### config.mk
export PLATFORM = sky130hd
export DESIGN_NAME = prefetch_queue
export DESIGN_NICKNAME = d
export VERILOG_FILES = /design/src/rtl/prefetch_queue.sv
export SDC_FILE = /design/constraint.sdc
export NUM_CORES = 1
export LEC_CHECK = 0
export CAP_MARGIN = 10
export CORE_UTILIZATION = 49
export CTS_CLUSTER_DIAMETER = 50
export DETAILED_ROUTE_END_ITERATION = 12
export GPL_ROUTABILITY_DRIVEN = 0
export MAX_ROUTING_LAYER = met4
export PLACE_DENSITY = 0.76
export SLEW_MARGIN = 30
export SYNTH_ARGS = -nofsm -noshare
export SYNTH_HDL_FRONTEND = slang
export SYNTH_SLANG_ARGS = --single-unit
### constraint.sdc
create_clock -name clk -period 2.15 [get_ports clk]
set_input_delay 0.43 -clock clk [delete_from_list [all_inputs] [get_ports clk]]
set_output_delay 0.43 -clock clk [all_outputs]
set_load 0.01 [all_outputs]
### src/rtl/prefetch_queue.sv
// Instruction prefetch queue: fetches code bytes ahead of IP into a small FIFO,
// hands them to the decoder one per handshake and pulses ip_inc per byte.
// A flush discards queued bytes and any in-flight fetch, then restarts at flush_addr.
module prefetch_queue #(
  parameter int DEPTH = 4,
  parameter int AW    = 8
) (
  input  logic                     clk,
  input  logic                     rst,
  input  logic                     flush,
  input  logic [AW-1:0]            flush_addr,
  output logic                     mem_req,
  output logic [AW-1:0]            mem_addr,
  input  logic                     mem_ack,
  input  logic [7:0]               mem_rdata,
  output logic                     q_valid,
  output logic [7:0]               q_data,
  input  logic                     q_ready,
  output logic                     ip_inc,
  output logic [$clog2(DEPTH):0]   q_count
);

  localparam int PW = $clog2(DEPTH);
  localparam int CW = PW + 1;
  localparam logic [CW-1:0] DEPTH_C = CW'(DEPTH);

  typedef enum logic [1:0] {
    IDLE  = 2'd0,
    REQ   = 2'd1,
    DRAIN = 2'd2
  } state_t;

  state_t          state_r, state_n;
  logic [AW-1:0]   fetch_addr_r, fetch_addr_n;
  logic            mem_req_r, mem_req_n;
  logic [AW-1:0]   mem_addr_r, mem_addr_n;
  logic [7:0]      fifo_r [DEPTH];
  logic [PW-1:0]   wr_ptr_r, rd_ptr_r;
  logic [CW-1:0]   count_r;
  logic            push, pop;

  assign mem_req  = mem_req_r;
  assign mem_addr = mem_addr_r;
  assign q_count  = count_r;
  assign q_valid  = (count_r != {CW{1'b0}});
  // A flush cycle never consumes a byte, so IP does not advance either.
  assign pop      = q_valid & q_ready & ~flush;
  assign ip_inc   = pop;

  // Head byte presented to the decoder; forced to zero when the queue is empty.
  always_comb begin
    q_data = 8'h00;
    if (q_valid) begin
      q_data = fifo_r[rd_ptr_r];
    end else begin
      q_data = 8'h00;
    end
  end

  // Fetch FSM: issue one request at a time, hold it until acked, drop stale data after a flush.
  always_comb begin
    state_n      = state_r;
    fetch_addr_n = fetch_addr_r;
    mem_req_n    = mem_req_r;
    mem_addr_n   = mem_addr_r;
    push         = 1'b0;
    case (state_r)
      IDLE: begin
        if (flush) begin
          fetch_addr_n = flush_addr;
        end else if (count_r < DEPTH_C) begin
          // Issuing only below DEPTH reserves a slot for the returning byte.
          mem_addr_n = fetch_addr_r;
          mem_req_n  = 1'b1;
          state_n    = REQ;
        end else begin
          mem_req_n = 1'b0;
        end
      end
      REQ: begin
        if (mem_ack) begin
          mem_req_n = 1'b0;
          state_n   = IDLE;
          if (flush) begin
            fetch_addr_n = flush_addr;
          end else begin
            push         = 1'b1;
            fetch_addr_n = fetch_addr_r + AW'(1);
          end
        end else if (flush) begin
          // The bus request cannot be withdrawn; wait it out in DRAIN.
          fetch_addr_n = flush_addr;
          state_n      = DRAIN;
        end else begin
          state_n = REQ;
        end
      end
      DRAIN: begin
        if (flush) begin
          fetch_addr_n = flush_addr;
        end else begin
          fetch_addr_n = fetch_addr_r;
        end
        if (mem_ack) begin
          mem_req_n = 1'b0;
          state_n   = IDLE;
        end else begin
          state_n = DRAIN;
        end
      end
      default: begin
        state_n   = IDLE;
        mem_req_n = 1'b0;
      end
    endcase
  end

  // Fetch FSM state, fetch pointer and bus request registers.
  always_ff @(posedge clk or negedge rst) begin
    if (!rst) begin
      state_r      <= IDLE;
      fetch_addr_r <= {AW{1'b0}};
      mem_req_r    <= 1'b0;
      mem_addr_r   <= {AW{1'b0}};
    end else begin
      state_r      <= state_n;
      fetch_addr_r <= fetch_addr_n;
      mem_req_r    <= mem_req_n;
      mem_addr_r   <= mem_addr_n;
    end
  end

  // Byte FIFO storage, pointers and occupancy; flush empties it in one edge.
  always_ff @(posedge clk or negedge rst) begin
    if (!rst) begin
      wr_ptr_r <= {PW{1'b0}};
      rd_ptr_r <= {PW{1'b0}};
      count_r  <= {CW{1'b0}};
      for (int i = 0; i < DEPTH; i++) begin
        fifo_r[i] <= 8'h00;
      end
    end else if (flush) begin
      wr_ptr_r <= {PW{1'b0}};
      rd_ptr_r <= {PW{1'b0}};
      count_r  <= {CW{1'b0}};
    end else begin
      if (push) begin
        fifo_r[wr_ptr_r] <= mem_rdata;
        wr_ptr_r         <= wr_ptr_r + PW'(1);
      end
      if (pop) begin
        rd_ptr_r <= rd_ptr_r + PW'(1);
      end
      case ({push, pop})
        2'b10:   count_r <= count_r + CW'(1);
        2'b01:   count_r <= count_r - CW'(1);
        default: count_r <= count_r;
      endcase
    end
  end

endmodule

==> flow_metrics.py <==
metrics = {
    "critical_path": {
        "critical_path_class": "reg -> out",
        "path_buf_inv": 3,
        "cp.arrival_ns": 1.71,
        "slowest_stage": "mux4_2",
        "critPathRequiredTime_ns": 1.72,
        "start_kind": "flop",
        "worstPathMaxFanout": 5,
        "cp-end-kind": "output pin",
        "cp_common_cell": "buf_12",
        "slowest_delay_ns": 0.48,
        "crit_chain": "buf_12 -> buf_12 -> mux4_2 -> and2_4 -> buf_6",
        "critPathTopFamily": "multiplexers",
    },
    "final_layout": {
        "fill_cells": 465,
        "insertedDiodeCount": 0,
        "nNetsFinal": 342,
        "syn2layout_area_growth_pct": 28.16,
        "fin_util_pct": 65.41,
        "drive_gt1_share_pct": 33.97,
        "instances_no_fill": 390,
    },
    "synthesis": {
        "synthMuxAreaShare_pct": 22.19,
        "ys_seq_area_share_pct": 48.03,
        "ys.flop_type": "dfrtp_1",
        "synthArstFlopShare_pct": 100.0,
        "synth_fa_ha_area_share_pct": 4.803,
        "yosys_warnings": 0,
        "syn_area_per_cell_um2": 12.38,
        "syn_inst": 244,
        "synth_compound_area_share_pct": 8.323,
        "syn-num-nets": 276,
        "synth_xor_area_share_pct": 1.159,
        "syn-cell-area_mm2": 0.003022,
        "synth_seq_cells": 58,
        "synth_top_family_by_area": "multiplexers",
        "synth-simple-area-share_pct": 11.84,
        "synth-edff-count": 0,
        "ys_types": 45,
    },
    "cts": {
        "cts_tree": "done",
        "root_buffer": "clkbuf_8",
        "clock-sinks": 58,
        "cts.clk_slew.worst_paths_ns": 0.07,
        "cts_buffers": 9,
        "cts_max_level": 3,
        "clk_latency_ns": 0.34,
        "cts_buffer_depth": 2,
        "cts_hold_buf": 0,
    },
    "placed_design": {
        "io_buffers": 42,
        "dp_cells": 371,
        "dpl.hpwl_um": 4183,
    },
    "power_and_ir_drop": {
        "ir_drop_mv": 0.7177,
        "power.density_mw_per_mm2": 1163,
        "leakagePower_nw": 1.782,
    },
    "global_routing": {
        "gr-total-overflow": 0,
        "antenna_found_initial": 0,
        "grt_max_degree": 29,
        "grt_usage_pct": 21.78,
        "grt_pass1_vias": 2161,
        "grt_pass1_wl_um": 10180,
    },
    "detailed_routing": {
        "ant_nets": 0,
        "drc": 0,
        "vias": 2128,
        "via_per_inst": 5.456,
        "dr.pass1.iters": 4,
        "drt-initial-drc-count": 81,
        "avgRoutedWirePerCell_um": 15.31,
        "drt_wl_total_um": 5971,
    },
    "sta": {
        "drv_slew": 0,
        "report.final.setup_viol": 0,
        "grt_setup_unrepaired": "true",
        "post-route-min-period_ns": 2.137,
        "tightest_slew_ns": 0.4855,
        "tns_ns": 0,
        "clock_skew_ns": 0.005490,
        "max_slew_margin_pct": 67.64,
        "max_freq_mhz": 467.9,
        "period_share_pct": 99.41,
        "finalHoldViolCount": 0,
        "whs_ns": 0.04858,
    },
    "hold_path": {
        "hold_class": "in -> async",
    },
    "die": {
        "num_rows": 28,
        "die_x_um": 80.53,
        "die-area_mm2": 0.006484,
        "core-area_mm2": 0.005921,
        "die_h_um": 80.53,
        "start_util_pct": 51.04,
        "pin_count": 43,
    },
    "status": {
        "status": "finished, final reports clean",
    },
    "job": {
        "maxCapViolCount": 0,
    },
}
-- worst register-to-register path, stage by stage (launching register included) --
cell and delay, ns:
dfrtp_1 0.41, inv_1 0.08, ha_1 0.20, and2_1 0.17, nor3_2 0.13, fa_2 0.48
a31oi_1 0.16, nor2_1 0.06, a31oi_1 0.15, a21oi_1 0.09
-- routing by layer --
| layer | up-vias | wire length, um | track usage, % |
|---|---|---|---|
| li1 | 1015 | - | - |
| met1 | 1048 | 2710 | 26.89 |
| met2 | 53 | 2885 | 34.15 |
| met3 | 12 | 258 | 5.227 |
| met4 | 0 | 116 | 9.286 |
| met5 | - | 0 | - |
-- through the flow --
step,cell area (um2),power (mW),setup slack (ns)
global route,3872,4.812,-0.04683
global placement,3654,3.449,-0.1260
CTS,3856,4.525,-0.009736
finish,3872,4.503,0.01278
detailed placement,3654,3.518,-0.1870
floorplan,3022,2.753,0.05564
-- power breakdown --
| part | switching, mW | internal (mW) | total, mW | leakage (nW) |
|---|---|---|---|---|
| sequential | 0.214 | 1.42 | 1.64 | 0.753 |
| combinational | 0.803 | 1.11 | 1.92 | 0.938 |
| clock | 0.417 | 0.533 | 0.950 | 0.0914 |
| total | 1.43 | 3.07 | 4.50 | 1.78 |
-- state kept, by name, indices dropped and copies added (netlist names) --
name / flops
fifo_r: 32
fetch_addr_r: 8
mem_addr: 8
q_count: 3
rd_ptr_r: 2
state_r: 2
wr_ptr_r: 2
mem_req: 1
-- cell usage in the layout, fill, tap and decap left out, drive strengths merged, types with 10 or more instances in the layout --
| cell type | n |
|---|---|
| o21ai | 11 |
| buf | 33 |
| and2 | 11 |
| clkbuf | 13 |
| dfrtp | 58 |
| ha | 10 |
| inv | 10 |
| clkdlybuf4s50 | 32 |
| mux2 | 40 |
| nand2 | 15 |
-- synth_stat cells (2+ instances only) --
cell type / instances / share of area [%]
nor3_1: 6 / 0.99
nand2_1: 12 / 1.5
xor2_1: 2 / 0.58
ha_1: 10 / 4.1
o21ai_0: 11 / 1.8
nand2b_1: 2 / 0.41
nand2_2: 3 / 0.62
buf_2: 4 / 0.66
nand3_1: 3 / 0.50
a31oi_1: 5 / 1.0
mux2i_1: 4 / 1.3
and2_1: 11 / 2.3
mux4_2: 8 / 6.0
inv_1: 10 / 1.2
mux2_2: 39 / 15
dfrtp_1: 58 / 48
nor2b_1: 5 / 1.0
a21oi_1: 7 / 1.2
buf_6: 3 / 1.1
clkbuf_1: 3 / 0.37
nor2_1: 7 / 0.87
a22oi_1: 5 / 1.2
xnor2_1: 2 / 0.58
nand3b_1: 2 / 0.50
nand4_1: 2 / 0.41
-- final timing paths --
kind / startpoint / to / slack (ns) / cells after the start
worst max register to register: state_r[1] / q_count[1] / 0.10 / 9
worst min register to register: fifo_r[20] / fifo_r[20] / 0.49 / 1
worst min-delay path: rst / fifo_r[15] / 0.05 / 1
worst max-delay path: rd_ptr_r[0] / q_data[5] / 0.01 / 5
max in group asynchronous: rst / fetch_addr_r[4] / 1.56 / 2
min in group clk: fifo_r[20] / fifo_r[20] / 0.49 / 1
-- repair_timing --
item	4_1_cts	5_1_grt
setup endpoints to repair	10	9
buffers inserted	3	0
pin swaps	5	0
gates resized for setup	41	4
-- cell type report --
cell class	count	area, um2	area share (%)
clock inverter	3	40.04	1.034
sequential	58	1451	37.48
tap	75	93.84	2.423
multi-input combinational	165	1480	38.22
clock buffer	13	138.9	3.586
timing repair buffer	66	630.6	16.28
inverter	10	37.54	0.9693
-- logic make-up after synthesis --
logic type | after synthesis
buf+inv | 21
mux | 52
simple gates | 61
flops | 58
fa+ha+maj | 11
compound gates | 37
xor+xnor | 4
Note: power is estimated with default switching activity, not from simulation.
